<file path="src/rtl/ksa_byte_sequencer_if.sv">
// ---------------------------------------------------------------------------
// ksa_byte_sequencer_if
//
// Operand-request and result-return bundle for ksa_byte_sequencer.
//
// Handshake semantics (both directions):
//   A transfer happens on a rising clock edge where the producer's valid and
//   the consumer's ready are both high. A producer that raises valid keeps
//   its payload stable until that transfer edge. Ready and valid coming out
//   of the sequencer are decoded from its state register only, so neither
//   one depends combinationally on the opposite side's valid or ready.
//
// Signals:
//   i_valid  operand request valid            (master -> slave)
//   o_ready  sequencer can accept operands     (slave  -> master)
//   i_a/i_b  operands, 8*NBYTES bits each      (master -> slave)
//   i_cin    carry-in for the whole word       (master -> slave)
//   o_valid  result valid                      (slave  -> master)
//   i_ready  downstream accepts the result     (master -> slave)
//   o_sum    sum, 8*NBYTES bits                (slave  -> master)
//   o_cout   carry out of the top byte         (slave  -> master)
//   o_busy   operation in flight (RUN or DONE) (slave  -> master)
// ---------------------------------------------------------------------------
interface ksa_byte_sequencer_if #(
   parameter int NBYTES = 4
);
   logic                  i_valid;
   logic                  o_ready;
   logic [8*NBYTES-1:0]   i_a;
   logic [8*NBYTES-1:0]   i_b;
   logic                  i_cin;
   logic                  o_valid;
   logic                  i_ready;
   logic [8*NBYTES-1:0]   o_sum;
   logic                  o_cout;
   logic                  o_busy;

   // Upstream/downstream environment that drives requests and takes results.
   modport master (
      output i_valid, i_a, i_b, i_cin, i_ready,
      input  o_ready, o_valid, o_sum, o_cout, o_busy
   );

   // The sequencer itself.
   modport slave (
      input  i_valid, i_a, i_b, i_cin, i_ready,
      output o_ready, o_valid, o_sum, o_cout, o_busy
   );
endinterface

</file>
<file path="src/rtl/ksa_byte_sequencer.sv">
// ---------------------------------------------------------------------------
// ksa_byte_sequencer.sv
//
// Contains:
//   ksa_top_compact    - 8-bit Kogge-Stone adder with carry-in.
//   ksa_byte_sequencer - multi-cycle wide adder: captures two NBYTES-byte
//                        operands, streams them LSB byte first through one
//                        ksa_top_compact, recirculating the carry through a
//                        register, then presents the full-width sum.
//
// ksa_top_compact ports:
//   c0       carry-in
//   i_a,i_b  8-bit addends
//   o_s      8-bit sum
//   o_carry  carry out of bit 7
//
// ksa_byte_sequencer ports:
//   i_clk      clock, rising edge
//   i_rst_n    asynchronous active-low reset
//   bus        ksa_byte_sequencer_if.slave: operand request / result return
//   dbg_state  current FSM state (0=IDLE, 1=RUN, 2=DONE)
// ---------------------------------------------------------------------------

module ksa_top_compact (
   input  logic       c0,
   input  logic [7:0] i_a,
   input  logic [7:0] i_b,
   output logic [7:0] o_s,
   output logic       o_carry
);
   logic [7:0] p0;
   logic [7:0] g0;
   logic [7:0] g1;
   logic [7:0] p1;
   logic [7:0] g2;
   logic [7:0] p2;
   logic [7:0] g3;
   logic [7:0] carry_in;

   assign p0 = i_a ^ i_b;

   // The carry-in is folded into the bit-0 generate, so every prefix
   // generate below is an absolute carry out of its bit position and the
   // zero shifted into the low propagate bits is harmless.
   assign g0 = {i_a[7:1] & i_b[7:1], (i_a[0] & i_b[0]) | (p0[0] & c0)};

   // Prefix levels with span 1, 2, 4.
   assign g1 = g0 | (p0 & {g0[6:0], 1'b0});
   assign p1 = p0 & {p0[6:0], 1'b0};

   assign g2 = g1 | (p1 & {g1[5:0], 2'b00});
   assign p2 = p1 & {p1[5:0], 2'b00};

   assign g3 = g2 | (p2 & {g2[3:0], 4'b0000});

   assign carry_in = {g3[6:0], c0};
   assign o_s      = p0 ^ carry_in;
   assign o_carry  = g3[7];
endmodule

module ksa_byte_sequencer #(
   parameter int NBYTES = 4
) (
   input  logic                    i_clk,
   input  logic                    i_rst_n,
   ksa_byte_sequencer_if.slave     bus,
   output logic [1:0]              dbg_state
);
   localparam int W  = 8 * NBYTES;
   localparam int IW = (NBYTES > 1) ? $clog2(NBYTES) : 1;
   localparam logic [IW-1:0] LAST_IDX = IW'(NBYTES - 1);

   typedef enum logic [1:0] {
      IDLE = 2'd0,
      RUN  = 2'd1,
      DONE = 2'd2
   } state_t;

   state_t         state;
   state_t         state_d;

   logic [W-1:0]   a_q;
   logic [W-1:0]   b_q;
   logic [W-1:0]   sum_q;
   logic           cy_q;
   logic           cout_q;
   logic [IW-1:0]  idx_q;

   logic           accept;
   logic           last_byte;
   logic           add_c0;
   logic [7:0]     add_a;
   logic [7:0]     add_b;
   logic [7:0]     add_s;
   logic           add_carry;

   ksa_top_compact u_ksa (
      .c0      (add_c0),
      .i_a     (add_a),
      .i_b     (add_b),
      .o_s     (add_s),
      .o_carry (add_carry)
   );

   // Next-state and adder-input decode. Outside RUN the adder inputs are
   // parked at zero so the adder does not toggle on operand-bus activity.
   always_comb begin
      state_d   = state;
      accept    = 1'b0;
      last_byte = (idx_q == LAST_IDX);
      add_c0    = 1'b0;
      add_a     = 8'h00;
      add_b     = 8'h00;
      case (state)
         IDLE: begin
            if (bus.i_valid) begin
               accept  = 1'b1;
               state_d = RUN;
            end
         end
         RUN: begin
            add_c0 = cy_q;
            add_a  = a_q[{idx_q, 3'b000} +: 8];
            add_b  = b_q[{idx_q, 3'b000} +: 8];
            if (last_byte) begin
               state_d = DONE;
            end
         end
         DONE: begin
            if (bus.i_ready) begin
               state_d = IDLE;
            end
         end
         default: begin
            state_d = IDLE;
         end
      endcase
   end

   always_ff @(posedge i_clk or negedge i_rst_n) begin
      if (!i_rst_n) begin
         state  <= IDLE;
         a_q    <= '0;
         b_q    <= '0;
         sum_q  <= '0;
         cy_q   <= 1'b0;
         cout_q <= 1'b0;
         idx_q  <= '0;
      end else begin
         state <= state_d;
         if (accept) begin
            // Operands are sampled only here; later bus changes are ignored.
            a_q   <= bus.i_a;
            b_q   <= bus.i_b;
            cy_q  <= bus.i_cin;
            idx_q <= '0;
            sum_q <= '0;
         end else if (state == RUN) begin
            sum_q[{idx_q, 3'b000} +: 8] <= add_s;
            cy_q                        <= add_carry;
            if (last_byte) begin
               cout_q <= add_carry;
            end else begin
               idx_q <= idx_q + IW'(1);
            end
         end
      end
   end

   // Handshake outputs come straight from the state register.
   assign bus.o_ready = (state == IDLE);
   assign bus.o_valid = (state == DONE);
   assign bus.o_busy  = (state != IDLE);
   assign bus.o_sum   = sum_q;
   assign bus.o_cout  = cout_q;
   assign dbg_state   = state;
endmodule

</file>
<file path="src/flat_wrapper.sv">
// flat-port wrapper written by rule: the top's interface ports become plain ports
module ksa_byte_sequencer_flat 
#(
   parameter int NBYTES = 4
)
  (i_clk, i_rst_n, dbg_state, bus_i_valid, bus_i_a, bus_i_b, bus_i_cin, bus_i_ready, bus_o_ready, bus_o_valid, bus_o_sum, bus_o_cout, bus_o_busy);
  ksa_byte_sequencer_if #(.NBYTES(NBYTES)) bus_i ();
  input  logic i_clk;
  input  logic i_rst_n;
  output logic [1:0] dbg_state;
  input wire logic [$bits(bus_i.i_valid)-1:0] bus_i_valid;
  input wire logic [$bits(bus_i.i_a)-1:0] bus_i_a;
  input wire logic [$bits(bus_i.i_b)-1:0] bus_i_b;
  input wire logic [$bits(bus_i.i_cin)-1:0] bus_i_cin;
  input wire logic [$bits(bus_i.i_ready)-1:0] bus_i_ready;
  output wire logic [$bits(bus_i.o_ready)-1:0] bus_o_ready;
  output wire logic [$bits(bus_i.o_valid)-1:0] bus_o_valid;
  output wire logic [$bits(bus_i.o_sum)-1:0] bus_o_sum;
  output wire logic [$bits(bus_i.o_cout)-1:0] bus_o_cout;
  output wire logic [$bits(bus_i.o_busy)-1:0] bus_o_busy;
  assign bus_i.i_valid = bus_i_valid;
  assign bus_i.i_a = bus_i_a;
  assign bus_i.i_b = bus_i_b;
  assign bus_i.i_cin = bus_i_cin;
  assign bus_i.i_ready = bus_i_ready;
  assign bus_o_ready = bus_i.o_ready;
  assign bus_o_valid = bus_i.o_valid;
  assign bus_o_sum = bus_i.o_sum;
  assign bus_o_cout = bus_i.o_cout;
  assign bus_o_busy = bus_i.o_busy;
  ksa_byte_sequencer #(.NBYTES(NBYTES)) u_core (.i_clk(i_clk), .i_rst_n(i_rst_n), .bus(bus_i), .dbg_state(dbg_state));
endmodule
</file>
<file path="config.mk">
export PLATFORM = sky130hd
export DESIGN_NAME = ksa_byte_sequencer_flat
export DESIGN_NICKNAME = d
export VERILOG_FILES = /design/src/rtl/ksa_byte_sequencer_if.sv /design/src/rtl/ksa_byte_sequencer.sv /design/src/flat_wrapper.sv
export SDC_FILE = /design/constraint.sdc
export NUM_CORES = 1
export LEC_CHECK = 0
export CAP_MARGIN = 20
export CORE_MARGIN = 2
export CORE_UTILIZATION = 45
export CTS_CLUSTER_SIZE = 20
export DETAILED_ROUTE_END_ITERATION = 12
export GPL_ROUTABILITY_DRIVEN = 0
export PLACE_DENSITY = 0.76
export SLEW_MARGIN = 5
export SYNTH_ARGS = -nofsm -noshare
export SYNTH_HDL_FRONTEND = slang
export SYNTH_SLANG_ARGS = --single-unit
</file>
<file path="constraint.sdc">
create_clock -name i_clk -period 3 [get_ports i_clk]
set_clock_uncertainty 0.15 [all_clocks]
set_input_delay 0.45 -clock i_clk [delete_from_list [all_inputs] [get_ports i_clk]]
set_output_delay 0.45 -clock i_clk [all_outputs]
set_load 0.01 [all_outputs]
</file>
* After elaboration in Yosys (flattened, before gate mapping) *
Cells that the tools add are included.

cells by class
  $add $sub $neg = 2
  shifts and indexed selects = 4
  bitwise logic cells = 15
  mux-type cells = 17
  reduce and logical (&&, ||, !) cells = 6
  equality and inequality tests = 7

operator list
  kind                    number
  $mux 32                 2
  $shiftx 32x6->8         2
  $and 8x8->8             5
  $bwmux 32               1
  $shift 8x7->32 const A  1
  $shiftx 8x7->32         1
  $or 8x8->8              3
  $mux 8                  2
  $xor 8x8->8             2
  $mux 2                  6
  $and 7x7->7             1
  $neg 5->7               1
  $pmux 2 s3              1
  $reduce_and 3->1        2
  $mux 1                  5
  $eq 2x2->1 const B      2
  $ne 2x1->1 const B      2
  $ne 2x2->1 const B      2
  $reduce_bool 2->1       2
  $add 2x1->2 const B     1
  $and 1x1->1             2
  $eq 2x1->1 const B      1
  $logic_not 2->1         1
  $reduce_and 2->1        1
  2 further kinds         2

word-level totals
  register bits = 102
  logic and storage cells = 58

* Longest topological paths before layout *
  word-level depth = 16
  depth in mapped cells = 11
  depth with buffers taken out = 9

* Modules after synthesis *
From an unflattened synthesis, not the netlist that was laid out.

second synthesis, totals
  cells, all modules = 333
  area, all modules = 4842.1 um^2

modules (own cells, without submodules)
  module              area each (um^2)  seq. area each (um^2)  instances  cells an instance
  ksa_byte_sequencer  4500.6            2552.4                 1          291
  ksa_top_compact     341.6             0.0                    1          42

* Worst setup path before layout *
No wires, ideal clock.

  kind = register to register
  start point = register u_core.idx_q[1]
  end point = register u_core.sum_q[14] (netlist: u_core.bus.o_sum[14])
  cell stages (with the launch flop) = 12
  setup slack = 0.006 ns
  library setup time = 0.121 ns
  path buffers = 2
  data arrival time = 2.723 ns
  cell sequence = dfrtp_1 > buf_2 > buf_1 > mux4_2 > nand2_1 > fa_1 > inv_1 > fa_1 > a21o_1 > a221oi_2 > xnor2_1 > a22o_1

on the way
  word-level cells in the longest chain between the ends = 15

ends and longest elaborated chain
  element                                           RTL line                                              RTL
  start, declared                                   ksa_byte_sequencer.sv:87                              logic [IW-1:0] idx_q;
  start signal, assigned                            ksa_byte_sequencer.sv:164                             idx_q <= idx_q + IW'(1);
  $shiftx 32x6->8 (on tied branches)                ksa_byte_sequencer.sv:123, ksa_byte_sequencer.sv:124
  $mux 8                                            ksa_byte_sequencer.sv:114                             case (state)
  $xor 8x8->8                                       ksa_byte_sequencer.sv:40                              assign p0 = i_a ^ i_b;
  $and 1x1->1                                       ksa_byte_sequencer.sv:45                              assign g0 = {i_a[7:1] & i_b[7:1], (i_a[0] & i_b[0]) | (p0[0] & c0)};
  $or 1x1->1                                        ksa_byte_sequencer.sv:45
  $and 8x8->8 / $or 8x8->8 (equally long branches)  ksa_byte_sequencer.sv:48                              assign g1 = g0 | (p0 & {g0[6:0], 1'b0});
  $or 8x8->8 / $and 8x8->8 (equally long branches)  ksa_byte_sequencer.sv:48, ksa_byte_sequencer.sv:51
  $and 8x8->8 / $or 8x8->8 (equally long branches)  ksa_byte_sequencer.sv:51                              assign g2 = g1 | (p1 & {g1[5:0], 2'b00});
  $or 8x8->8 / $and 8x8->8 (equally long branches)  ksa_byte_sequencer.sv:51, ksa_byte_sequencer.sv:54
  $or 8x8->8                                        ksa_byte_sequencer.sv:54                              assign g3 = g2 | (p2 & {g2[3:0], 4'b0000});
  $xor 8x8->8                                       ksa_byte_sequencer.sv:57                              assign o_s = p0 ^ carry_in;
  $shiftx 8x7->32                                   ksa_byte_sequencer.sv:159                             sum_q[{idx_q, 3'b000} +: 8] <= add_s;
  $bwmux 32 (*)                                     ksa_byte_sequencer.sv:159
  $mux 32 (*)                                       ksa_byte_sequencer.sv:158                             end else if (state == RUN) begin
  $mux 32 (*)                                       ksa_byte_sequencer.sv:151                             if (accept) begin
  end signal, assigned by index                     ksa_byte_sequencer.sv:159
  end, declared                                     ksa_byte_sequencer.sv:84                              logic [W-1:0] sum_q;

Mark *: on every way between the ends. The rest lies on a longest branch, timed or not. The select of a mux whose other input is x is not followed.
A chain may end at the register's enable or synchronous reset.

* Worst setup path in the final report *
  start point = register u_core.idx_q[0]
  end point = register u_core.sum_q[14] (netlist: u_core.bus.o_sum[14])

Same word-level chain as after synthesis.

==> reports/results.tsv <==
metric	value	unit
IO Pins	107	
CTS tree	done	
Place WS	7.33	ps
syn_area_per_cell	13.8	sq um
Peak VDD IR	0.000616	V
Crit path arrival time	3020	ps
CP Max Fanout	6	
EDFF count, synth	0	
full die area	11400	sq um
synth cell count leaders	dfrtp_1, mux2_2, nand2_1	
CP required	3100	ps
worst r2r path cells	10	
reg-to-reg slack, setup	80	ps
fraction of registers with async set/reset	1.00	
Synth Instances	346	
Die Span Y	107	microns
setup ws final	79.6	ps
worst-margin pin slew	706	ps
Residual DRC	0	
Fin. Hold Viols	0	
gr usage total	0.194	
outcome	finished clean	
routed vias	3263	
Most used DFF post-synth	dfrtp_1	
Worst setup EP type	flip-flop	
ANT nets after route	0	
largest net degree at the start of global routing	74	
DR WL met2	5230	microns
Slew HR	0.529	
flop and latch count out of synthesis	102	
die width	107	microns
Max Freq	0.342	GHz
# setup viols final	0	
Static Leak	2.66	nW
highest routed layer	met4	
Clk Latency, worst-skew pair	360	ps
Yosys top cell by area	dfrtp_1	
Syn. warnings	0	
RSZ-0062 raised after global routing	yes	
CTS Buffer Depth	2	
first-pass GRT wire length	17200	microns
Port Buf Inserts	106	
Distinct cells, synth	44	
Initial Util	0.463	
DP Area	6070	sq um
Crit Path Class	reg2reg	
most frequent cell after synthesis	dfrtp_1	
hold path depth	2	
Power per Cell Area	1120	nW/um^2
Site Rows	37	
Pre-antenna DRT Iters	4	
Tmin final	2920	ps
grt total ovfl	0	
wl on met1	4550	microns
CP startpoint kind	flip-flop	
final-report max-slew violation count	0	
htree depth	3	
clk slew on worst S/H paths	90	ps
Post-Syn Area	4760	sq um
Seq/Total Area, Yosys	0.536	
n_diodes	0	
# clock sinks	102	
number of global-route vias before repair	3446	
Iteration-0 DRC Markers	125	
final WL	10500	microns
fin area	6360	sq um
HPWL after DPL	7850	microns
metal3 WL	620	microns
top post-synthesis cells by area	dfrtp_1, mux2_2, mux4_2	
post-synth top area share	0.536	
Sum Neg Setup Slack	0	ps
Max-Cap Viols	0	
Total Nets Final	545	
final period utilization	0.973	
area of the core	10300	sq um
routed vias/inst	5.40	
Synth Net Count	428	
routed len/inst	17.4	microns
CTS buffer count	9	
antenna violations before repair	0	
Area Overhead vs Synth	33.6	%
layout cell share with drive strength beyond 1	0.286	
clock root cell	clkbuf_8	
Fill cells	846	
worst min path class	reg2reg	
## cells in the final DEF, fill, tap and decap left out, drive strengths merged, types with 11 or more instances in the layout
| cell | instances |
|---|---|
| a22o | 12 |
| and2 | 14 |
| buf | 15 |
| clkbuf | 14 |
| clkdlybuf4s50 | 105 |
| dfrtp | 102 |
| ha | 11 |
| mux2 | 64 |
| mux4 | 16 |
| nand2 | 28 |
| o21ai | 12 |
| o31ai | 12 |
## layout make-up
class | count | area [sq um] | share of cell area
Multi-Input combinational cell | 222 | 2170 | 0.342
Clock inverter | 2 | 15.0 | 0.00236
Clock buffer | 14 | 173 | 0.0272
Tap cell | 136 | 170 | 0.0268
Inverter | 7 | 26.3 | 0.00413
Timing Repair Buffer | 121 | 1250 | 0.196
Sequential cell | 102 | 2550 | 0.402
## path summary, 6_finish.rpt
check	start	to
setup / recovery	u_core.idx_q[0]	u_core.bus.o_sum[14]
hold / removal	u_core.bus.o_sum[8]	u_core.bus.o_sum[8]
setup reg to reg	u_core.idx_q[0]	u_core.bus.o_sum[14]
hold reg to reg	u_core.bus.o_sum[8]	u_core.bus.o_sum[8]
max in group asynchronous	i_rst_n	u_core.idx_q[0]
min in group asynchronous	i_rst_n	u_core.bus.o_sum[26]
## routing by layer
layer / global-route usage / vias up
met1: 0.259 / 1637
met4: 0.0482 / 0
met5: 0 / -
met2: 0.328 / 112
li1: - / 1503
met3: 0.0407 / 11
## metrics by stage
step,cells,hold slack [ps],total power (W),utilization
detailed placement,585,320,0.00607,0.591
global route,604,377,0.00757,0.619
finish,604,335,0.00713,0.619
global placement,585,316,0.00594,0.591
floorplan,346,4.41,0.00476,-
CTS,602,340,0.00696,0.612
## what timing repair did
action | 4_1_cts | 5_1_grt
pin swaps | 0 | 3
hold buffers | 1 | 0
endpoints found under the hold margin | 1 | 0
setup endpoints to repair | 2 | 15
resized for setup | 3 | 11
setup buffers | 0 | 2
## kinds of logic after synthesis
family                   after synthesis  synth area share
adder cells (fa/ha/maj)               13            0.0373
multiplexers                          81             0.229
flip-flops                           102             0.536
XOR/XNOR                               4           0.00736
AO/OA/AOI/OAI                         54            0.0923
AND/OR/NAND/NOR                       70            0.0768
buffers and inverters                 22            0.0205
## where the power goes
part | total [W] | internal (W) | switching [W]
Sequential | 0.00231 | 0.00196 | 0.000343
Clock | 0.000824 | 0.000371 | 0.000453
Combinational | 0.00400 | 0.00209 | 0.00191
Total | 0.00713 | 0.00443 | 0.00271
## worst max-delay path: stages (launching register included)
cell and delay, ps:
dfrtp_2 430, buf_12 140, mux4_2 500, nand2_2 100, fa_1 190, inv_1 60
fa_2 340, a21o_1 210, a221oi_4 330, xnor2_2 150, a22o_1 220
## flip-flops by register name, indices dropped and copies added, names as in the netlist
signal / count
u_core.cy_q: 1
u_core.b_q: 32
u_core.bus.o_sum: 32
u_core.bus.o_cout: 1
u_core.dbg_state: 2
u_core.a_q: 32
u_core.idx_q: 2
Note: power is estimated with default switching activity, not from simulation.
